$ cat src/rtl/vexriscv_ram_pkg.sv
// Shared types and defaults for the VexRiscv data-side RAM arbiter.
package vexriscv_ram_pkg;

    typedef enum logic [1:0] {
        NONE = 2'd0,
        CPU  = 2'd1,
        LDR  = 2'd2
    } owner_e;

    localparam int NB_COL_DEF    = 4;
    localparam int COL_WIDTH_DEF = 8;
    localparam int RAM_DEPTH_DEF = 1024;

    // Masters issue byte addresses; the RAM is word addressed.
    function automatic logic [31:0] byte_to_word(input logic [31:0] addr);
        return {2'b00, addr[31:2]};
    endfunction

endpackage

$ cat src/rtl/vexriscv_ram_rsp_track.sv
// One-entry read-owner pipeline; steers ram_dout to the master that issued the read.
module vexriscv_ram_rsp_track
    import vexriscv_ram_pkg::*;
#(
    parameter int DW = 32
) (
    input  logic          clk,
    input  logic          rst_n,
    input  logic [1:0]    rd_owner,
    input  logic          xfer_err,
    input  logic [DW-1:0] ram_dout,
    output logic          dbus_rsp_valid,
    output logic [DW-1:0] dbus_rsp_data,
    output logic          ldr_rsp_valid,
    output logic [DW-1:0] ldr_rsp_data,
    output logic          addr_err
);

    owner_e        owner_q;
    logic          err_q;
    logic [DW-1:0] dbus_hold;
    logic [DW-1:0] ldr_hold;
    logic [DW-1:0] rsp_word;

    always_ff @(posedge clk or negedge rst_n) begin
        if (!rst_n) begin
            owner_q <= NONE;
            err_q   <= 1'b0;
        end else begin
            owner_q <= owner_e'(rd_owner);
            err_q   <= xfer_err;
        end
    end

    // Out-of-range reads return zero instead of whatever the RAM drives.
    assign rsp_word       = err_q ? '0 : ram_dout;
    assign addr_err       = err_q;

    assign dbus_rsp_valid = (owner_q == CPU);
    assign ldr_rsp_valid  = (owner_q == LDR);
    assign dbus_rsp_data  = dbus_rsp_valid ? rsp_word : dbus_hold;
    assign ldr_rsp_data   = ldr_rsp_valid  ? rsp_word : ldr_hold;

    // Each master's data holds its last response while the other owns the slot.
    always_ff @(posedge clk or negedge rst_n) begin
        if (!rst_n) begin
            dbus_hold <= '0;
            ldr_hold  <= '0;
        end else begin
            if (dbus_rsp_valid) dbus_hold <= rsp_word;
            if (ldr_rsp_valid)  ldr_hold  <= rsp_word;
        end
    end

endmodule

$ cat src/rtl/vexriscv_ram_arbiter.sv
// Arbitrates CPU dbus and loader onto the RAM data port.
// Optional VEXRISCV_RAM_ARB_RANGE_CHECK_EN: block out-of-range accesses and flag addr_err.
module vexriscv_ram_arbiter
    import vexriscv_ram_pkg::*;
#(
    parameter int NB_COL    = NB_COL_DEF,
    parameter int COL_WIDTH = COL_WIDTH_DEF,
    parameter int RAM_DEPTH = RAM_DEPTH_DEF,
    parameter int MAX_WAIT  = 15,
    parameter int DW        = NB_COL * COL_WIDTH,
    parameter int RAM_AW    = $clog2(RAM_DEPTH)
) (
    input  logic              clk,
    input  logic              rst_n,

    input  logic              dbus_cmd_valid,
    output logic              dbus_cmd_ready,
    input  logic              dbus_cmd_wr,
    input  logic [31:0]       dbus_cmd_addr,
    input  logic [DW-1:0]     dbus_cmd_data,
    input  logic [NB_COL-1:0] dbus_cmd_mask,
    output logic              dbus_rsp_valid,
    output logic [DW-1:0]     dbus_rsp_data,

    input  logic              ldr_cmd_valid,
    output logic              ldr_cmd_ready,
    input  logic              ldr_cmd_wr,
    input  logic [31:0]       ldr_cmd_addr,
    input  logic [DW-1:0]     ldr_cmd_data,
    input  logic [NB_COL-1:0] ldr_cmd_mask,
    input  logic              ldr_lock,
    output logic              ldr_rsp_valid,
    output logic [DW-1:0]     ldr_rsp_data,

    output logic              ram_en,
    output logic [NB_COL-1:0] ram_we,
    output logic [RAM_AW-1:0] ram_addr,
    output logic [DW-1:0]     ram_din,
    input  logic [DW-1:0]     ram_dout,

    output logic              addr_err
);

    localparam int             WCW  = (MAX_WAIT > 0) ? $clog2(MAX_WAIT + 1) : 1;
    localparam logic [WCW-1:0] WMAX = WCW'(MAX_WAIT);

    logic [WCW-1:0]    wait_cnt;
    logic              ldr_due;
    logic              gnt_ldr;
    logic              gnt_cpu;
    logic              cpu_xfer;
    logic              ldr_xfer;
    logic              xfer;
    logic              sel_wr;
    logic [31:0]       sel_addr;
    logic [DW-1:0]     sel_data;
    logic [NB_COL-1:0] sel_mask;
    logic [31:0]       word_addr;
    logic              oor;
    logic              ram_go;
    logic [1:0]        rd_owner;
    logic              unused_addr_bits;

    // A starved loader overrides the CPU; the lock overrides everything.
    assign ldr_due = ldr_cmd_valid && (wait_cnt == WMAX);
    assign gnt_ldr = ldr_lock || ldr_due || (ldr_cmd_valid && !dbus_cmd_valid);
    assign gnt_cpu = !ldr_lock && !ldr_due && dbus_cmd_valid;

    // Gating with rst_n keeps every output low while reset is held.
    assign dbus_cmd_ready = rst_n && gnt_cpu;
    assign ldr_cmd_ready  = rst_n && gnt_ldr && ldr_cmd_valid;
    assign cpu_xfer       = dbus_cmd_ready;
    assign ldr_xfer       = ldr_cmd_ready;
    assign xfer           = cpu_xfer || ldr_xfer;

    assign sel_wr   = ldr_xfer ? ldr_cmd_wr   : dbus_cmd_wr;
    assign sel_addr = ldr_xfer ? ldr_cmd_addr : dbus_cmd_addr;
    assign sel_data = ldr_xfer ? ldr_cmd_data : dbus_cmd_data;
    assign sel_mask = ldr_xfer ? ldr_cmd_mask : dbus_cmd_mask;

    assign word_addr        = byte_to_word(sel_addr);
    assign unused_addr_bits = ^{word_addr[31:RAM_AW], sel_addr[1:0]};

`ifdef VEXRISCV_RAM_ARB_RANGE_CHECK_EN
    assign oor = xfer && (sel_addr[31:RAM_AW+2] != '0);
`else
    assign oor = 1'b0;
`endif

    assign ram_go   = xfer && !oor;
    assign ram_en   = ram_go;
    assign ram_we   = (ram_go && sel_wr) ? sel_mask : '0;
    assign ram_addr = xfer ? word_addr[RAM_AW-1:0] : '0;
    assign ram_din  = xfer ? sel_data : '0;

    always_comb begin
        rd_owner = NONE;
        if (xfer && !sel_wr) rd_owner = ldr_xfer ? LDR : CPU;
    end

    always_ff @(posedge clk or negedge rst_n) begin
        if (!rst_n)
            wait_cnt <= '0;
        else if (!ldr_cmd_valid || ldr_xfer)
            wait_cnt <= '0;
        else if (wait_cnt != WMAX)
            wait_cnt <= wait_cnt + 1'b1;
    end

    // With the range check compiled out, oor is constant 0 so addr_err stays 0.
    vexriscv_ram_rsp_track #(.DW(DW)) u_rsp (
        .clk           (clk),
        .rst_n         (rst_n),
        .rd_owner      (rd_owner),
        .xfer_err      (oor),
        .ram_dout      (ram_dout),
        .dbus_rsp_valid(dbus_rsp_valid),
        .dbus_rsp_data (dbus_rsp_data),
        .ldr_rsp_valid (ldr_rsp_valid),
        .ldr_rsp_data  (ldr_rsp_data),
        .addr_err      (addr_err)
    );

endmodule
$ cat config.mk
export PLATFORM = sky130hd
export DESIGN_NAME = vexriscv_ram_arbiter
export DESIGN_NICKNAME = d
export VERILOG_FILES = /design/src/rtl/vexriscv_ram_pkg.sv /design/src/rtl/vexriscv_ram_rsp_track.sv /design/src/rtl/vexriscv_ram_arbiter.sv
export SDC_FILE = /design/constraint.sdc
export NUM_CORES = 1
export LEC_CHECK = 0
export CORE_AREA = 3 3 113 115
export DETAILED_ROUTE_END_ITERATION = 10
export DIE_AREA = 0 0 116 118
export GPL_TIMING_DRIVEN = 1
export PLACE_DENSITY = 0.75
export SLEW_MARGIN = 40
export SYNTH_ARGS = -nofsm -noshare
export SYNTH_HDL_FRONTEND = slang
export SYNTH_SLANG_ARGS = --single-unit
$ cat constraint.sdc
create_clock -name clk -period 2.4 [get_ports clk]
set_input_delay 0.36 -clock clk [delete_from_list [all_inputs] [get_ports clk]]
set_output_delay 0.36 -clock clk [all_outputs]
set_load 0.05 [all_outputs]
==> metrics <==
actual slew at the worst max-slew pin=0.634 ns; FF-to-FF path depth=6; largest net degree at the start of global routing=72; Clock transition at path regs=0.06 ns; ys flop type=dfrtp_1; Die Area=0.0137 mm^2; drc violations=0; crit path kind=reg -> out; Lkg Pwr=0.00325 uW; EDFF count, synth=0; starting density of the core=27.0%; fill count=882; Startpoint Class=flop; first-pass GRT wire length=18300 um; Netlist cell types=25; clock tree buffer depth=2; ys async rst share=100%; Iter 0 DRT Violations=83; initial antenna violation count=1; #FFs+latches synth=70; Cells after Synth=229; Detailed Route WL=13100 um; post-route insts no fill=639; Register Area=0.00175 mm^2; share of cells above drive strength 1=51.0%; synthesized area=0.00322 mm^2; Max Slew Vio Count=0; setup TNS=0 ns; fin crit period=2.40 ns; DP Area=0.00656 mm^2; Arr. time, crit path=2.04 ns; Final setup viols=0; CTS buffer count=9; max frequency=0.417 GHz; Pre-Repair DR Iteration Count=4; TritonCTS clock tree=done; gr usage total=17.3%; vias in the first global route=3370; sequential share of the synthesized area=54.4%; Area growth, synth to finish=130%; Post-Place Cells=606; H-tree levels=3; Crit. End Element=output pin; CTS root buf=clkbuf_16; dpl hpwl=9190 um; fin area=0.00741 mm^2; most common cell after layout, fill and taps aside=clkdlybuf4s50_1; Fin. Hold Viols=0; worst hold path class=in -> async; most frequent cells in the layout=clkdlybuf4s50_1, buf_12, dfrtp_1, mux2_2, buf_4; Worst IR Drop VDD=0.453 mV; Via density=4.79; Power Density=804 mW/mm^2; Std-Cell Core Area=0.0119 mm^2; Worst slew margin=57.7%; Die Span Y=118 um; ant diodes=0; critical path fanouts, max=12; skew final=0.00321 ns; Post-Route Utilization=62.2%; IO buf count=245; fin nets=663; period utilization=99.8%; Congestion Overflow GR=0; Die Wd=116 um; I/O pin total=291; Hold-fix buffers, CTS=0; Worst EP required=2.04 ns; Routed WL per cell=20.6 um; sink count of the clock tree=70; RSZ-0062 raised after global routing=true; Max Cap Violations=0; Synth Net Count=405; final weighted congestion in routability-driven placement=0.782; ANT nets after route=0; Synth Area per Inst=14.1 um^2; Ys Warns=0; status=finished clean; Reg2Reg Setup Slack=0.75 ns; area taken by multi-input logic gates=0.00155 mm^2; routed vias=3062; later-pin clock latency in the skew report=0.32 ns; row count=40
[path summary, 6_finish.rpt]
check,start,to
max in group asynchronous,rst_n,u_rsp.dbus_hold[5]$_DFF_PN0_
min in group clk,u_rsp.dbus_hold[21]$_DFF_PN0_,u_rsp.dbus_hold[21]$_DFF_PN0_
setup reg to reg,wait_cnt[0]$_DFFE_PN0P_,u_rsp.owner_q[0]$_DFF_PN0_
hold / removal,rst_n,u_rsp.dbus_hold[27]$_DFF_PN0_
setup / recovery,wait_cnt[0]$_DFFE_PN0P_,ram_we[3]
hold reg to reg,u_rsp.dbus_hold[21]$_DFF_PN0_,u_rsp.dbus_hold[21]$_DFF_PN0_
[state kept, by name (all words and copies together), names as in the netlist]
signal	flops
u_rsp.dbus_hold	32
u_rsp.owner_q	2
wait_cnt	4
u_rsp.ldr_hold	32
[cell families after synthesis]
logic type               Yosys count  share of synthesized area, %
AO/OA/AOI/OAI                     53                          14.4
XOR/XNOR                           1                         0.272
adder cells (fa/ha/maj)            1                         0.388
buffers and inverters             23                          4.70
flip-flops                        70                          54.4
multiplexers                      65                          22.7
other                              1                         0.116
AND/OR/NAND/NOR                   15                          3.03
[where the power goes]
group	internal (uW)	switching (uW)	total [uW]	leakage, uW
clock	1050	509	1560	0.000173
combinational	1300	1610	2910	0.00224
sequential	1430	65.2	1490	0.000840
[stage by stage]
step / hold slack (ns) / total power (uW) / setup slack, ns
finish: 0.211 / 5960 / 0.00474
floorplan: 0.0644 / 3000 / 0.00660
global placement: 0.482 / 4300 / 0.0970
global route: 0.255 / 6190 / -0.0564
detailed placement: 0.487 / 4350 / 0.0898
CTS: 0.232 / 5980 / -0.0144
[layout make-up]
type / instances / share of cell area (%)
sequential: 70 / 23.6
inverter: 3 / 0.152
timing repair buffer: 267 / 48.1
multi-input combinational: 136 / 20.9
tap: 147 / 2.48
clock inverter: 6 / 1.57
clock buffer: 10 / 3.22
[worst max-delay path, cell delays in order, from the launching register on]
cell and delay, ns:
dfrtp_1 0.39, ha_2 0.20, and3_4 0.21, o211a_4 0.30
buf_12 0.17, a32o_2 0.28, buf_12 0.15
[synthesized netlist by cell type, types with 2 or more instances]
cell | number | share of area [%]
buf_4 | 2 | 0.47
clkbuf_1 | 2 | 0.23
and3_1 | 4 | 0.78
buf_2 | 10 | 1.6
buf_6 | 6 | 2.1
inv_1 | 3 | 0.35
nand2b_1 | 2 | 0.39
nor2b_1 | 2 | 0.39
a21oi_1 | 2 | 0.31
dfrtp_1 | 70 | 54
a32o_1 | 4 | 1.2
a22o_1 | 42 | 11
mux2_2 | 65 | 23
and2_1 | 4 | 0.78
[what timing repair did]
action,4_1_cts,5_1_grt
hold endpoints to repair,0,0
gates resized for setup,12,22
endpoints found under the setup margin,47,46
pin swaps,23,8
buffers inserted,4,4
cloned,2,7
[layer usage]
layer  up-vias  global-route usage (%)  part of all wire (%)
met4         2                    6.53                   2.1
met2       152                    32.2                    56
met3        18                    5.55                   7.7
met5         -                       0                 0.053
met1      1506                    17.7                    34
li1       1384                       -                     -
Note: power is estimated with default switching activity, not from simulation.
